[src/rtl/variable_node_unit.sv]
// Serial LDPC variable node: accumulates a channel LLR plus DV check messages,
// then streams back DV extrinsic messages (total minus own input) and a hard decision.
module variable_node_unit #(
    parameter int DV    = 3,
    parameter int LLR_W = 6,
    parameter int C2V_W = 5
) (
    input  logic             clk,
    input  logic             rst,
    input  logic             ch_valid,
    input  logic [LLR_W-1:0] ch_llr,
    output logic             ch_ready,
    input  logic             c2v_valid,
    input  logic [C2V_W-1:0] c2v_msg,
    output logic             c2v_ready,
    output logic             v2c_valid,
    output logic [LLR_W-1:0] v2c_msg,
    input  logic             v2c_ready,
    output logic [3:0]       v2c_idx,
    output logic             hard_bit
);
    localparam int ACC_W = LLR_W + 4;
    localparam logic signed [ACC_W-1:0] P_MAX = ACC_W'(2**(LLR_W-1) - 1);

    typedef enum logic [1:0] {IDLE, COLLECT, EMIT} state_t;

    state_t                   r_state;
    state_t                   w_next;
    logic [3:0]               r_cnt;
    logic signed [ACC_W-1:0]  r_acc;
    logic signed [ACC_W-1:0]  r_mem [DV];
    logic                     r_hard;

    logic                     w_ch_xfer;
    logic                     w_c2v_xfer;
    logic                     w_v2c_xfer;
    logic                     w_last;
    logic signed [ACC_W-1:0]  w_ch_mag;
    logic signed [ACC_W-1:0]  w_ch_tc;
    logic signed [ACC_W-1:0]  w_c2v_mag;
    logic signed [ACC_W-1:0]  w_c2v_tc;
    logic signed [ACC_W-1:0]  w_acc_sum;
    logic signed [ACC_W-1:0]  w_sel;
    logic signed [ACC_W-1:0]  w_diff;
    logic signed [ACC_W-1:0]  w_sat;
    logic                     w_neg;
    logic [LLR_W-2:0]         w_mag;

    // Negating a zero magnitude yields zero, so negative zero maps to 0 for free.
    assign w_ch_mag  = {{(ACC_W-LLR_W+1){1'b0}}, ch_llr[LLR_W-2:0]};
    assign w_ch_tc   = ch_llr[LLR_W-1] ? -w_ch_mag : w_ch_mag;
    assign w_c2v_mag = {{(ACC_W-C2V_W+1){1'b0}}, c2v_msg[C2V_W-2:0]};
    assign w_c2v_tc  = c2v_msg[C2V_W-1] ? -w_c2v_mag : w_c2v_mag;
    assign w_acc_sum = r_acc + w_c2v_tc;

    assign w_ch_xfer  = ch_valid & ch_ready;
    assign w_c2v_xfer = c2v_valid & c2v_ready;
    assign w_v2c_xfer = v2c_valid & v2c_ready;
    assign w_last     = (r_cnt == 4'(DV - 1));

    always_ff @(posedge clk) begin
        if (rst) r_state <= IDLE;
        else     r_state <= w_next;
    end

    // Handshake outputs are masked by rst so nothing looks ready while reset is held.
    always_comb begin
        w_next    = r_state;
        ch_ready  = 1'b0;
        c2v_ready = 1'b0;
        v2c_valid = 1'b0;
        unique case (r_state)
            IDLE: begin
                ch_ready = ~rst;
                if (w_ch_xfer) w_next = COLLECT;
            end
            COLLECT: begin
                c2v_ready = ~rst;
                if (w_c2v_xfer && w_last) w_next = EMIT;
            end
            EMIT: begin
                v2c_valid = ~rst;
                if (w_v2c_xfer && w_last) w_next = IDLE;
            end
            default: w_next = IDLE;
        endcase
    end

    always_ff @(posedge clk) begin
        if (rst) begin
            r_cnt  <= '0;
            r_acc  <= '0;
            r_hard <= 1'b0;
            for (int unsigned i = 0; i < DV; i++) r_mem[i] <= '0;
        end else begin
            unique case (r_state)
                IDLE: begin
                    if (w_ch_xfer) begin
                        r_acc <= w_ch_tc;
                        r_cnt <= '0;
                    end
                end
                COLLECT: begin
                    if (w_c2v_xfer) begin
                        for (int unsigned i = 0; i < DV; i++)
                            if (r_cnt == 4'(i)) r_mem[i] <= w_c2v_tc;
                        r_acc <= w_acc_sum;
                        if (w_last) begin
                            r_cnt  <= '0;
                            r_hard <= w_acc_sum[ACC_W-1];
                        end else begin
                            r_cnt <= r_cnt + 4'd1;
                        end
                    end
                end
                EMIT: begin
                    if (w_v2c_xfer) r_cnt <= w_last ? '0 : r_cnt + 4'd1;
                end
                default: r_cnt <= '0;
            endcase
        end
    end

    always_comb begin
        w_sel = '0;
        for (int unsigned i = 0; i < DV; i++)
            if (r_cnt == 4'(i)) w_sel = r_mem[i];
    end

    assign w_diff = r_acc - w_sel;

    always_comb begin
        w_sat = w_diff;
        if (w_diff > P_MAX)       w_sat = P_MAX;
        else if (w_diff < -P_MAX) w_sat = -P_MAX;
    end

    assign w_neg    = w_sat[ACC_W-1];
    assign w_mag    = (LLR_W-1)'(w_neg ? -w_sat : w_sat);
    assign v2c_msg  = v2c_valid ? {w_neg, w_mag} : '0;
    assign v2c_idx  = r_cnt;
    assign hard_bit = r_hard;
endmodule

[config.mk]
export PLATFORM = sky130hd
export DESIGN_NAME = variable_node_unit
export DESIGN_NICKNAME = d
export VERILOG_FILES = /design/src/rtl/variable_node_unit.sv
export SDC_FILE = /design/constraint.sdc
export NUM_CORES = 1
export LEC_CHECK = 0
export CORE_UTILIZATION = 53
export DETAILED_ROUTE_END_ITERATION = 8
export MAX_ROUTING_LAYER = met4
export PLACE_DENSITY = 0.78
export SKIP_LAST_GASP = 1
export SLEW_MARGIN = 30
export SYNTH_ARGS = -nofsm -noshare
export SYNTH_HDL_FRONTEND = slang
export SYNTH_SLANG_ARGS = --single-unit
export TNS_END_PERCENT = 10
[constraint.sdc]
create_clock -name clk -period 6.15 [get_ports clk]
set_input_delay 1.5375 -clock clk [delete_from_list [all_inputs] [get_ports clk]]
set_output_delay 1.5375 -clock clk [all_outputs]
set_load 0.02 [all_outputs]
After elaboration in Yosys (flattened, before gate mapping)
Memories as Yosys holds them, arrays and structs flattened.
Cells that the tools add are included.

storage, ports and cells
  output and inout bits = 14
  memories kept = 1
  register bits after elaboration = 17
  input port bits = 16
  bits in writable memories = 30
  word-level logic and storage cells = 82

operators by class
  $lt $le $gt $ge = 2
  bitwise logic cells = 7
  muxes and demuxes = 44
  reductions and logical operators = 9
  add/subtract/negate cells = 6
  equality and inequality tests = 9

memory list
  memory  depth  bits a word  read ports  clocked after Yosys merged registers in  wr ports  RTL line  text
  r_mem   3      10           3           0                                        3         31        logic signed [ACC_W-1:0] r_mem [DV];

operator list
  kind                 count
  $mux 10              12
  $mux 1               20
  $pmux 10 s2          1
  $mux 4               4
  $pmux 4 s3           1
  $reduce_and 3->1     4
  $add 10x10->10       1
  $gt 10x6->1 const B  1
  $lt 10x6->1 const B  1
  $ne 2x2->1 const B   5
  $neg 4->10           1
  $neg 5->10           1
  $sub 10x10->10       1
  $mux 2               3
  $mux 6               1
  $pmux 2 s3           1
  $mux 5               1
  $neg 5->5            1
  $add 4x1->4 const B  1
  $eq 4x1->1 const B   1
  $eq 4x2->1 const B   1
  $logic_not 4->1      1
  $and 1x1->1          3
  $or 1x1->1           3
  6 further kinds      7

Longest topological paths before layout
  depth in word-level cells = 11
  gate-level depth with buffers = 22
  mapped depth without buffers = 20

Worst setup path before layout
No wires, ideal clock.

  path kind = reg2out
  start = register r_cnt[0], in the netlist v2c_idx[0]
  end = output port v2c_msg[4]
  setup slack = -156 ps
  cell stages (with the launch flop) = 23
  arrival = 4769 ps
  buffers on the path = 2
  required time = 4612 ps
  cell sequence = dfxtp_1 buf_6 clkbuf_1 mux2i_1 nor2_1 a21oi_1 nor3_1 ha_1 fa_1 nand2b_1 a21o_1 a32o_1 xnor2_1 nand2_1 or4_1 ha_1 inv_1 and3_1 ha_1 nand2_1 a21oi_1 a211o_1 a31oi_1

between the ends
  cells in the longest elaborated chain, start to end = 11
  elaborated cells on any way between the ends = 14
  classes of those cells = add/sub (2); order compare (2); eq/ne (2); mux (7); reduce/logical (1)

RTL lines
  element                   RTL line  text
  start: declaration        29        logic [3:0] r_cnt;
  start signal: assignment  112       r_cnt <= r_cnt + 4'd1;
  start signal: assignment  117       if (w_v2c_xfer) r_cnt <= w_last ? '0 : r_cnt + 4'd1;
  $logic_not 4->1           127       if (r_cnt == 4'(i)) w_sel = r_mem[i];
  $mux 10 (2 in a row)      127
  $mux 10 *                 127
  $sub 10x10->10 *          130       assign w_diff = r_acc - w_sel;
  $lt 10x6->1               135       else if (w_diff < -P_MAX) w_sat = -P_MAX;
  $mux 10                   135
  $mux 10 *                 134       if (w_diff > P_MAX) w_sat = P_MAX;
  $neg 5->5                 139       assign w_mag = (LLR_W-1)'(w_neg ? -w_sat : w_sat);
  $mux 5 *                  139
  $mux 6 *                  140       assign v2c_msg = v2c_valid ? {w_neg, w_mag} : '0;
  end: declaration          17        output logic [LLR_W-1:0] v2c_msg,

Mark *: on every way between the ends. The rest lies on a longest branch, timed or not.

Worst setup path in the final report
  start = register r_cnt[0], in the netlist v2c_idx[0]
  end = output port v2c_msg[2]

The elaborated chain is that of the path after synthesis.

==> results.sh <==
export IMPL_cp_startpoint="v2c_idx[0]$_SDFFE_PP0P_"
export IMPL_overflow=0
export IMPL_clock_latency_ps=290
export IMPL_r2r_end="r_acc[9]$_SDFFE_PP0P_"
export IMPL_fillers=446
export IMPL_htree_levels=2
export IMPL_ff2ff_setup_slack_ps=3820
export IMPL_totalWireLength_um=7770
export IMPL_synthesis_nets=414
export IMPL_synth_ff_type="edfxtp_1"
export IMPL_syn2layout_area_growth_pct=26.2
export IMPL_fmax_mhz=167
export IMPL_r2r_start="r_state[1]$_SDFFE_PP0P_"
export IMPL_finalHoldViolCount=0
export IMPL_multiInputGateArea_um2=2060
export IMPL_end_kind="output port"
export IMPL_cts_buffers=5
export IMPL_arrival_ps=4450
export IMPL_cap_violations=0
export IMPL_drt_pass1_iter_count=4
export IMPL_hold_class="flip-flop to flip-flop"
export IMPL_drc=0
export IMPL_hpwl_um=5850
export IMPL_register_area_um2=976
export IMPL_grt_first_pass_wirelength_um=12800
export IMPL_core_um2=5570
export IMPL_netlist_instances=367
export IMPL_cts_tree="built"
export IMPL_setup_violations=0
export IMPL_std_cell_rows=27
export IMPL_dieArea_um2=6160
export IMPL_p_per_area_nw_per_um2=269
export IMPL_nets=479
export IMPL_track_usage=0.273
export IMPL_antenna_found_initial=0
export IMPL_post_route_period_util=0.973
export IMPL_crit_type="flip-flop to output port"
export IMPL_diodes=0
export IMPL_ys_ff_latch=38
export IMPL_clockRootBuffer="clkbuf_8"
export IMPL_leakage_nw=1.72
export IMPL_critical_path_required_ps=4610
export IMPL_setup_worst_path_end="v2c_msg[2]"
export IMPL_place_congestion=0.954
export IMPL_synth_edf_count=21
export IMPL_path_max_fanout=8
export IMPL_die_h_um=78.5
export IMPL_vias=2979
export IMPL_min_period_ps=5980
export IMPL_synthTopCellsByArea="edfxtp_1 20%, ha_1 12%, dfxtp_1 11%, o21ai_0 4.7%, nand2_1 4.4%"
export IMPL_synth_cell_types=55
export IMPL_grt_max_degree=29
export IMPL_status="finished clean"
export IMPL_synth_top_area_cell="edfxtp_1"
export IMPL_start_util=0.556
export IMPL_syn_area_um2=3100
export IMPL_clk_pin_slew_ps=70
export IMPL_synth_top_area_frac=0.203
export IMPL_async_flop_share=0
export IMPL_port_buffer_count=29
export IMPL_critPathLaunchType="flip-flop"
export IMPL_synth_area_per_cell_um2=8.44
export IMPL_seq_area_frac_synth=0.313
export IMPL_grt_pass1_vias=2940
export IMPL_clockBufferDepth=2
export IMPL_fin_util=0.702
export IMPL_ant_nets=0
export IMPL_wire_per_inst_um=15.4
export IMPL_cts_hold_repair_buffers=0
export IMPL_cts_sinks=38
export IMPL_drive_gt1_frac=0.157
export IMPL_worst_slew_pin_slew_ps=687
export IMPL_yosysWarnings=0
export IMPL_io_pin_count=30
export IMPL_slew_headroom=0.536
export IMPL_fin_skew_ps=11.3
export IMPL_die_x_um=78.5
export IMPL_avgViaCountPerCell=5.90
export IMPL_drtIter0Drc=229
export IMPL_report_final_slew_viol_count=0
export IMPL_setup_tns_ps=0
export IMPL_reg2regPathDepth=9
export IMPL_irDropWorstVdd_uv=148
Yosys cell counts, drive strengths merged (4+ instances only):
library cell and number:
a211oi 5, a21o 6, a21oi 21, a22oi 4
a31oi 6, and3 8, clkbuf 10, dfxtp 17
edfxtp 21, ha 29, inv 23, mux2i 13
nand2 36, nand2b 10, nand3 8, nor2 32
nor2b 8, nor3 14, o211ai 5, o21a 4
o21ai 29, or3 5, xnor2 8, xor2 5
flip-flops by register name, summed over array words and instances, names as in the netlist:
name      flops
v2c_idx       4
r_acc        10
r_mem        21
r_state       2
hard_bit      1
stage by stage:
stage / total power (W) / instance area (um2) / std cells / hold WS, ps / setup slack (ps)
after global routing: 0.00112 / 3910 / 505 / 570 / -3.95
after detailed placement: 0.000810 / 3730 / 495 / 501 / -166
after floorplan: 0.000626 / 3110 / 367 / 474 / 107
final: 0.00105 / 3910 / 505 / 507 / 166
after global placement: 0.000792 / 3720 / 495 / 500 / -13.0
after CTS: 0.00103 / 3860 / 503 / 510 / 94.0
how the worst min path moves through the flow:
stage,startpoint,endpoint,slack [ps],depth (start not counted)
2_1_floorplan,r_acc[4]$_SDFFE_PP0P_,r_acc[4]$_SDFFE_PP0P_,470,2
3_3_place_gp,hard_bit$_SDFFE_PP0P_,hard_bit$_SDFFE_PP0P_,500,2
3_5_place_dp,hard_bit$_SDFFE_PP0P_,hard_bit$_SDFFE_PP0P_,500,2
4_1_cts,hard_bit$_SDFFE_PP0P_,hard_bit$_SDFFE_PP0P_,510,2
5_1_grt,r_acc[4]$_SDFFE_PP0P_,r_acc[4]$_SDFFE_PP0P_,570,2
6_report,hard_bit$_SDFFE_PP0P_,hard_bit$_SDFFE_PP0P_,510,2
per-layer routing:
metal | wire length (um) | GRT usage | share of wire
met1 | 3250 | 0.314 | 0.42
met2 | 3880 | 0.462 | 0.50
met3 | 487 | 0.0593 | 0.063
met4 | 155 | 0.111 | 0.020
met5 | 0 | - | 0
logic make-up after synthesis:
group	Yosys count	synth area share
AOI/OAI and AO/OA	104	0.222
xor gates and xnor gates	13	0.0367
adders and majority gates	31	0.130
buffers and inverters	34	0.0436
DFF	38	0.313
muxes	13	0.0420
and+or+nand+nor	134	0.213
placed cells by master, fill, tap and decap left out, types with 3 or more instances in the layout:
master           count
a211oi_1             5
a21boi_0             3
a21o_1               6
a21oi_1             20
a22oi_1              4
a31oi_1              5
and3_1               8
buf_4               39
clkbuf_8             6
clkdlybuf4s50_1     26
dfxtp_1             15
edfxtp_1            21
ha_1                28
inv_1               23
mux2i_1             12
nand2_1             36
nand2b_1             9
nand3_1              8
nor2_1              32
nor2b_1              8
nor3_1              13
o211ai_1             5
o21a_1               4
o21ai_0             28
or3_1                5
xnor2_1              7
xor2_1               5
report_power, final:
group	total [W]	internal, W	switching [W]
Combinational	0.000544	0.000266	0.000278
Clock	0.000205	0.000116	0.0000892
Sequential	0.000303	0.000288	0.0000152
area by class of cell:
class	instances	area share
clock buffer	8	0.0285
inverter	23	0.0221
multi-input combinational	295	0.525
tap	72	0.0230
sequential	38	0.249
timing repair buffer	69	0.152
worst max-delay path, cell delays in order, from the launching register on:
cell and delay (ps):
dfxtp_4 370, buf_6 150, mux2i_1 120, o21ai_0 180, nand2_1 150, buf_4 160, ha_1 300, a21o_1 210
buf_4 140, o21ai_0 210, o311ai_0 200, or4_4 530, ha_4 300, inv_1 40, and3_1 150, ha_1 200
nor2_1 160, xnor2_1 90, a21oi_1 130, dlygate4sd2_1 340
what timing repair did:
item / 4_1_cts / 5_1_grt
buffers inserted: 0 / 2
pin swaps: 1 / 3
gates resized for setup: 13 / 10
endpoints found under the setup margin: 4 / 3
Power figures use the tool's default switching activity.
